`config.mk`:
```
export PLATFORM = sky130hd
export DESIGN_NAME = window_fetch
export DESIGN_NICKNAME = d
export VERILOG_FILES = /design/src/rtl/window_fetch.sv
export SDC_FILE = /design/constraint.sdc
export NUM_CORES = 1
export LEC_CHECK = 0
export BUFFER_PORTS_ARGS = -buffer_cell sky130_fd_sc_hd__buf_2
export CORE_UTILIZATION = 35
export CTS_CLUSTER_SIZE = 10
export DETAILED_ROUTE_END_ITERATION = 6
export HOLD_SLACK_MARGIN = 0.12
export SYNTH_ARGS = -nofsm -noshare
export SYNTH_HDL_FRONTEND = slang
export SYNTH_SLANG_ARGS = --single-unit
```
`constraint.sdc`:
```
create_clock -name i_clk -period 8.6 [get_ports i_clk]
set_input_delay 1.72 -clock i_clk [delete_from_list [all_inputs] [get_ports i_clk]]
set_output_delay 1.72 -clock i_clk [all_outputs]
set_load 0.02 [all_outputs]
```
`src/rtl/window_fetch.sv`:
```
// Window fetch sequencer: walks a KERNEL_SIZE x KERNEL_SIZE window, issuing one image-pair and
// kernel SRAM read per cycle, then presents the returned taps with a convolve strobe.
module window_fetch #(
   parameter int KERNEL_SIZE     = 3,
   parameter int DATA_WIDTH      = 8,
   parameter int SRAM_ADDR_WIDTH = 4,
   parameter int IMG_WIDTH       = 4
) (
   input  logic                       i_clk,
   input  logic                       i_rst,
   input  logic                       i_start,
   input  logic [SRAM_ADDR_WIDTH-1:0] i_org_row,
   input  logic [SRAM_ADDR_WIDTH-1:0] i_org_col,
   output logic                       o_rd_en,
   output logic [SRAM_ADDR_WIDTH-1:0] o_win1_raddr,
   output logic [SRAM_ADDR_WIDTH-1:0] o_win2_raddr,
   output logic [SRAM_ADDR_WIDTH-1:0] o_kernel_raddr,
   input  logic [DATA_WIDTH-1:0]      i_win1_rdata,
   input  logic [DATA_WIDTH-1:0]      i_win2_rdata,
   input  logic [DATA_WIDTH-1:0]      i_kernel_rdata,
   output logic                       o_conv_start,
   output logic [SRAM_ADDR_WIDTH-1:0] o_window1_addr,
   output logic [DATA_WIDTH-1:0]      o_window1_data,
   output logic [SRAM_ADDR_WIDTH-1:0] o_window2_addr,
   output logic [DATA_WIDTH-1:0]      o_window2_data,
   output logic [DATA_WIDTH-1:0]      o_kernel_data,
   output logic                       o_busy,
   output logic                       o_done
);

   localparam int AW = SRAM_ADDR_WIDTH;
   localparam int CW = $clog2(KERNEL_SIZE + 1);
   localparam logic [CW-1:0] KLast = CW'(KERNEL_SIZE - 1);
   localparam logic [CW-1:0] KEnd  = CW'(KERNEL_SIZE);

   typedef enum logic [1:0] {StIdle, StFetch, StDrain, StDone} state_e;

   state_e state_q, state_d;

   logic [CW-1:0] r_q, r_d, c_q, c_d;
   logic [AW-1:0] org_row_q, org_row_d, org_col_q, org_col_d;
   logic          rd_en_q, rd_en_d;
   logic [AW-1:0] win1_raddr_q, win1_raddr_d, win2_raddr_q, win2_raddr_d;
   logic [AW-1:0] kernel_raddr_q, kernel_raddr_d;
   logic          conv_start_q, conv_start_d;
   logic [AW-1:0] window1_addr_q, window1_addr_d, window2_addr_q, window2_addr_d;

   logic          start_ok, issue;
   logic [AW-1:0] row_base, col_base, win1_a;
   logic [CW-1:0] rr, cc;

   // State register
   always_ff @(posedge i_clk) begin
      if (i_rst) state_q <= StIdle;
      else       state_q <= state_d;
   end

   // Next-state logic
   always_comb begin
      state_d = state_q;
      unique case (state_q)
         StIdle:  if (i_start) state_d = StFetch;
         StFetch: if (r_q == KEnd) state_d = StDrain;
         StDrain: state_d = StDone;
         StDone:  state_d = StIdle;
         default: state_d = StIdle;
      endcase
   end

   // Datapath next-state. Tap 0 is issued on the start edge straight from the origin inputs, so
   // r/c then hold the next tap to issue; r reaching KERNEL_SIZE marks the window exhausted.
   always_comb begin
      start_ok = (state_q == StIdle) && i_start;
      issue    = start_ok || ((state_q == StFetch) && (r_q != KEnd));
      row_base = start_ok ? i_org_row : org_row_q;
      col_base = start_ok ? i_org_col : org_col_q;
      rr       = start_ok ? '0 : r_q;
      cc       = start_ok ? '0 : c_q;
      win1_a   = AW'((32'(row_base) + 32'(rr)) * 32'(IMG_WIDTH) + 32'(col_base) + 32'(cc));

      org_row_d      = start_ok ? i_org_row : org_row_q;
      org_col_d      = start_ok ? i_org_col : org_col_q;
      r_d            = r_q;
      c_d            = c_q;
      rd_en_d        = 1'b0;
      win1_raddr_d   = win1_raddr_q;
      win2_raddr_d   = win2_raddr_q;
      kernel_raddr_d = kernel_raddr_q;

      if (issue) begin
         rd_en_d        = 1'b1;
         win1_raddr_d   = win1_a;
         win2_raddr_d   = win1_a + AW'(1);
         kernel_raddr_d = AW'(32'(rr) * 32'(KERNEL_SIZE) + 32'(cc));
         if (cc == KLast) begin
            c_d = '0;
            r_d = rr + CW'(1);
         end else begin
            c_d = cc + CW'(1);
            r_d = rr;
         end
      end

      conv_start_d   = rd_en_q;
      window1_addr_d = win1_raddr_q;
      window2_addr_d = win2_raddr_q;
   end

   always_ff @(posedge i_clk) begin
      if (i_rst) begin
         r_q            <= '0;
         c_q            <= '0;
         org_row_q      <= '0;
         org_col_q      <= '0;
         rd_en_q        <= 1'b0;
         win1_raddr_q   <= '0;
         win2_raddr_q   <= '0;
         kernel_raddr_q <= '0;
         conv_start_q   <= 1'b0;
         window1_addr_q <= '0;
         window2_addr_q <= '0;
      end else begin
         r_q            <= r_d;
         c_q            <= c_d;
         org_row_q      <= org_row_d;
         org_col_q      <= org_col_d;
         rd_en_q        <= rd_en_d;
         win1_raddr_q   <= win1_raddr_d;
         win2_raddr_q   <= win2_raddr_d;
         kernel_raddr_q <= kernel_raddr_d;
         conv_start_q   <= conv_start_d;
         window1_addr_q <= window1_addr_d;
         window2_addr_q <= window2_addr_d;
      end
   end

   // Output logic
   always_comb begin
      o_busy         = (state_q != StIdle);
      o_done         = (state_q == StDone);
      o_rd_en        = rd_en_q;
      o_win1_raddr   = win1_raddr_q;
      o_win2_raddr   = win2_raddr_q;
      o_kernel_raddr = kernel_raddr_q;
      o_conv_start   = conv_start_q;
      o_window1_addr = window1_addr_q;
      o_window2_addr = window2_addr_q;
      o_window1_data = i_win1_rdata;
      o_window2_data = i_win2_rdata;
      o_kernel_data  = i_kernel_rdata;
   end

endmodule
```
After elaboration in Yosys (flattened, before gate mapping)
Cells that the tools add are included.
{"block": "op_classes", "n_reduce_logical": 6, "muxes": 10, "addsub": 7, "eq_ne": 8, "mul": 1}
{"cell": "$mux 2", "n": 6}
{"cell": "$add 4x2->4", "n": 2}
{"cell": "$eq 2x2->1 const B", "n": 4}
{"cell": "$mux 4", "n": 2}
{"cell": "$pmux 2 s4", "n": 1}
{"cell": "$ne 2x2->1 const B", "n": 3}
{"cell": "$add 2x1->2 const B", "n": 2}
{"cell": "$add 4x1->4 const B", "n": 1}
{"cell": "$add 4x4->4", "n": 1}
{"cell": "$mul 2x2->4 const B", "n": 1}
{"cell": "$add 2x2->2", "n": 1}
{"cell": "$eq 2x1->1 const B", "n": 1}
{"cell": "$logic_and 1x1->1", "n": 2}
{"cell": "$logic_not 2->1", "n": 1}
{"cell": "$reduce_and 2->1", "n": 1}
{"cell": "$reduce_bool 2->1", "n": 1}
{"cell": "$logic_or 1x1->1", "n": 1}
{"cell": "$mux 1", "n": 1}
{"block": "word_totals", "out_inout_bits": 48, "reg_bits": 36}

Longest topological paths before layout
{"block": "depth", "depth_word": 7, "depth_mapped": 13}

Worst setup path after synthesis
No wires, ideal clock.
{"block": "synth_path", "path_type": "in2reg", "start": "input i_start", "end": "register win2_raddr_q[3] (netlist: o_win2_raddr[3])", "path_stages": 11, "arrival_ps": 3961, "setup_slack_ps": 4544, "cell_sequence": "and2_4 buf_2 nand2_1 nand2_1 ha_1 ha_1 o31ai_2 o31ai_2 xnor3_1 or4_1 o311ai_1"}
{"block": "synth_via", "elab_chain_len": 6, "elab_cells_between_ends": 10, "classes_between": "add/sub (4); mux (4); reduce/logical (2)"}
{"item": "start, declared", "line": "11", "text": "input logic i_start,"}
{"item": "$logic_and 1x1->1 (*)", "line": "73", "text": "start_ok = (state_q == StIdle) && i_start;"}
{"item": "$mux 4 / $mux 2 (equally long branches)"}
{"item": "$add 2x2->2", "line": "79", "text": "win1_a = AW'((32'(row_base) + 32'(rr)) * 32'(IMG_WIDTH) + 32'(col_base) + 32'(cc));"}
{"item": "$add 4x4->4", "line": "79"}
{"item": "$add 4x2->4", "line": "79"}
{"item": "$add 4x1->4", "line": "93", "text": "win2_raddr_d = win1_a + AW'(1);"}
{"item": "end signal, assigned", "line": "129", "text": "win2_raddr_q <= win2_raddr_d;"}
{"item": "end, declared", "line": "43", "text": "logic [AW-1:0] win1_raddr_q, win1_raddr_d, win2_raddr_q, win2_raddr_d;"}
Every way passes the cells marked *; elsewhere a longest branch is shown, timed or not.
A chain may end at the register's enable or synchronous reset.

Worst setup path in the final report
Ends and elaborated chain as after synthesis.

==> impl_metrics.csv <==
group,metric,value,unit
outcome,outcome,"finished clean",
routing,drt_iter0_markers,52,
power,p_leak,0.000862,uW
routing,wl_per_cell,10.5,um
floorplan,die-area,5190,um2
yosys,netlist_instances,196,
yosys,synth_fp_nets,245,
clock_network,cts_max_path_buffers,2,
clock_network,postCtsHoldBufs,0,
routing,vias,1203,
sta,grt_setup_unrepaired,"no",
sta,tightest_slew,724,ps
sta,slew_headroom,51.6,%
sta,setup_tns,0,ps
placement,hpwlAfterDp,2010,um
yosys,synth_area_leaders,"dfxtp_1 40%, buf_4 11%, ha_1 9.5%",
routing,drt-pass1-iter-count,4,
routing,wl_met3,182,um
worst_setup_path,worst_setup_path_end_kind,"register",
global_routing,first_global_vias,1103,
floorplan,dieHeight,72.0,um
yosys,yosysWarnings,0,
worst_setup_path,r2r_setup_slack,5330,ps
power,powerDensity,353,nW/um2
routing,drcViolationCount,0,
clock_network,tritoncts,"done",
routing,met2_length,1330,um
clock_network,ctsResizeCount,0,
yosys,postSynthAreaPerCell,8.75,um2
worst_setup_path,crit_path_start_kind,"input pin",
global_routing,grt_max_degree,36,
sta,finalClockSkew,9.32,ps
sta,worst_slack,4510,ps
worst_setup_path,critPathArrivalTime,4270,ps
yosys,ys_ff_latch,34,
placement,place_congestion,0.706,
sta,finalHoldViolCount,0,
worst_setup_path,r2r_start,"state_q[0]$_SDFFE_PP0P_",
layout,syn_to_final_growth,7.95,%
routing,via_per_inst,4.46,
min_path,hold_depth,1,
yosys,netlist_area,1720,um2
routing,routed_wl,2850,um
placement,port-buffer-count,32,
min_path,hp-start,"o_rd_en$_SDFF_PP0_",
layout,n_antenna_cell,0,
yosys,synth_top_area_cell,"dfxtp_1",
clock_network,clkTransAtPathRegs,60,ps
worst_setup_path,reg2reg_to,"o_win2_raddr[3]$_SDFFE_PP0P_",
yosys,synth_edf_count,0,
yosys,synth_ff_type,"dfxtp_1",
floorplan,die_w,72.0,um
run,maxCapViolations,0,
global_routing,grt_first_pass_wirelength,4890,um
worst_setup_path,critical_path_peak_fanout,17,
worst_setup_path,required,8780,ps
power,ir_worst_vdd,0.0972,mV
yosys,yosysUniqueCellTypes,30,
sta,maxSlewViolCount,0,
sta,maxClockFrequency,0.245,GHz
clock_network,clock_sinks,34,
routing,ant_nets,0,
floorplan,io_pins,83,
sta,setup_viol,0,
sta,min_period_over_period,47.5,%
floorplan,core-area,4720,um2
clock_network,cts_max_level,2,
global_routing,antenna_found_initial,0,
worst_setup_path,reg2regPathDepth,11,
placement,preCtsSetupSlack,4170,ps
clock_network,cts_setup_buffers,0,
min_path,hold_end,"o_conv_start$_SDFF_PP0_",
global_routing,grt_usage,12.6,%
global_routing,grt-ovfl-total,0,
layout,fin_nets,252,
worst_setup_path,criticalPathCategory,"input pin to register",
clock_network,clkLatencyLatePin,290,ps
sta,min_period,4090,ps
min_path,hold_class,"register to register",
routing,wirelength_met1,1260,um
floorplan,rows,25,
layout,drive_gt1_share,21.2,%
clock_network,cts_root_buf,"clkbuf_8",
clock_network,cts_buffers,5,
floorplan,start_util,36.3,%
yosys,synth.yosys.seq_area_share,39.7,%
routing,dr.max_layer_used,"met4",
yosys,async_reset_ff_share,0,%
yosys,synth_top_area_share,39.7,%
-- worst max-delay path, cell delays in order --
cell	delay (ps)
buf_2	100
nand2_2	180
and2_1	260
ha_1	300
ha_1	330
o31ai_2	80
o31ai_2	240
xnor3_1	480
or4_1	480
o311ai_1	90
-- power by group --
part           internal, uW  leakage (uW)  total (uW)  switching (uW)
Sequential              199      0.000278         223            23.5
Clock                  92.6     0.0000573         147            54.3
Combinational           108      0.000527         285             177
-- per-layer routing --
layer	track usage, %	vias to the layer above
li1	-	624
met1	14.0	545
met2	20.6	29
met3	4.58	5
met4	7.63	0
met5	0	-
-- cell families after synthesis --
| family | after synthesis | share of synthesized area [%] |
|---|---|---|
| buf+inv | 37 | 13.9 |
| xor+xnor | 8 | 4.89 |
| flops | 34 | 39.7 |
| compound gates | 30 | 10.9 |
| mux | 2 | 1.17 |
| simple gates | 71 | 18.7 |
| fa+ha+maj | 14 | 10.6 |
-- metrics by stage --
stage	area, um2	util (%)	power, uW	hold slack (ps)	instances
after floorplan	1720	-	465	444	196
after global placement	1740	36.8	514	438	263
after detailed placement	1740	36.8	518	449	263
after CTS	1850	39.2	665	458	270
after global routing	1850	39.2	715	471	270
final	1850	39.2	654	455	270
-- cells in the mapped netlist (4+ instances only) --
cell type,count
a211oi_1,4
nand2_1,36
buf_4,24
clkbuf_1,5
nor2_1,13
dfxtp_1,34
inv_1,5
a21oi_1,15
and2_1,6
ha_1,13
nor2b_1,9
xnor2_1,6
-- sequential cells by signal, indices dropped and copies added, names as in the netlist --
register,cells
org_row_q,2
o_window1_addr,4
o_win2_raddr,4
c_q,2
state_q,2
o_window2_addr,4
o_rd_en,1
o_win1_raddr,4
o_kernel_raddr,4
org_col_q,4
r_q,2
o_conv_start,1
-- cells in the final DEF, fill, tap and decap left out --
cell type  instances
and2_4             1
o21a_1             1
ha_1              13
xor2_1             1
buf_2             32
nand3_1            1
or4_1              1
fa_1               1
and2_1             6
a211oi_1           4
nand2_1           36
nor2b_1            9
dfxtp_1           34
nand2_2            1
mux2i_1            2
inv_1              5
and3_1             1
a21oi_1           15
clkbuf_8           6
nor2_1            13
o21ai_1            3
nor3_1             2
bufinv_16          1
o311ai_1           1
xnor3_1            1
a21o_1             1
a31oi_1            3
o31ai_2            2
xnor2_1            6
-- worst max-delay path by stage --
stage                 start  depth (start not counted)                            to  slack [ps]
floorplan           i_start                         11  o_win2_raddr[3]$_SDFFE_PP0P_        4540
global placement    i_start                         10  o_win2_raddr[3]$_SDFFE_PP0P_        4230
detailed placement  i_start                         10  o_win2_raddr[3]$_SDFFE_PP0P_        4170
CTS                 i_start                         10  o_win2_raddr[3]$_SDFFE_PP0P_        4460
global route        i_start                         10  o_win2_raddr[3]$_SDFFE_PP0P_        4310
finish              i_start                         10  o_win2_raddr[3]$_SDFFE_PP0P_        4510
-- final cells by class --
class	count	area [um2]
clock buffers	6	82.6
multi-input cells	125	796
repair buffers	32	160
well taps	67	83.8
fillers	487	2870
clock inverters	1	30.0
flip-flops and latches	34	681
inverters	5	18.8
(Power assumes the default switching activity.)
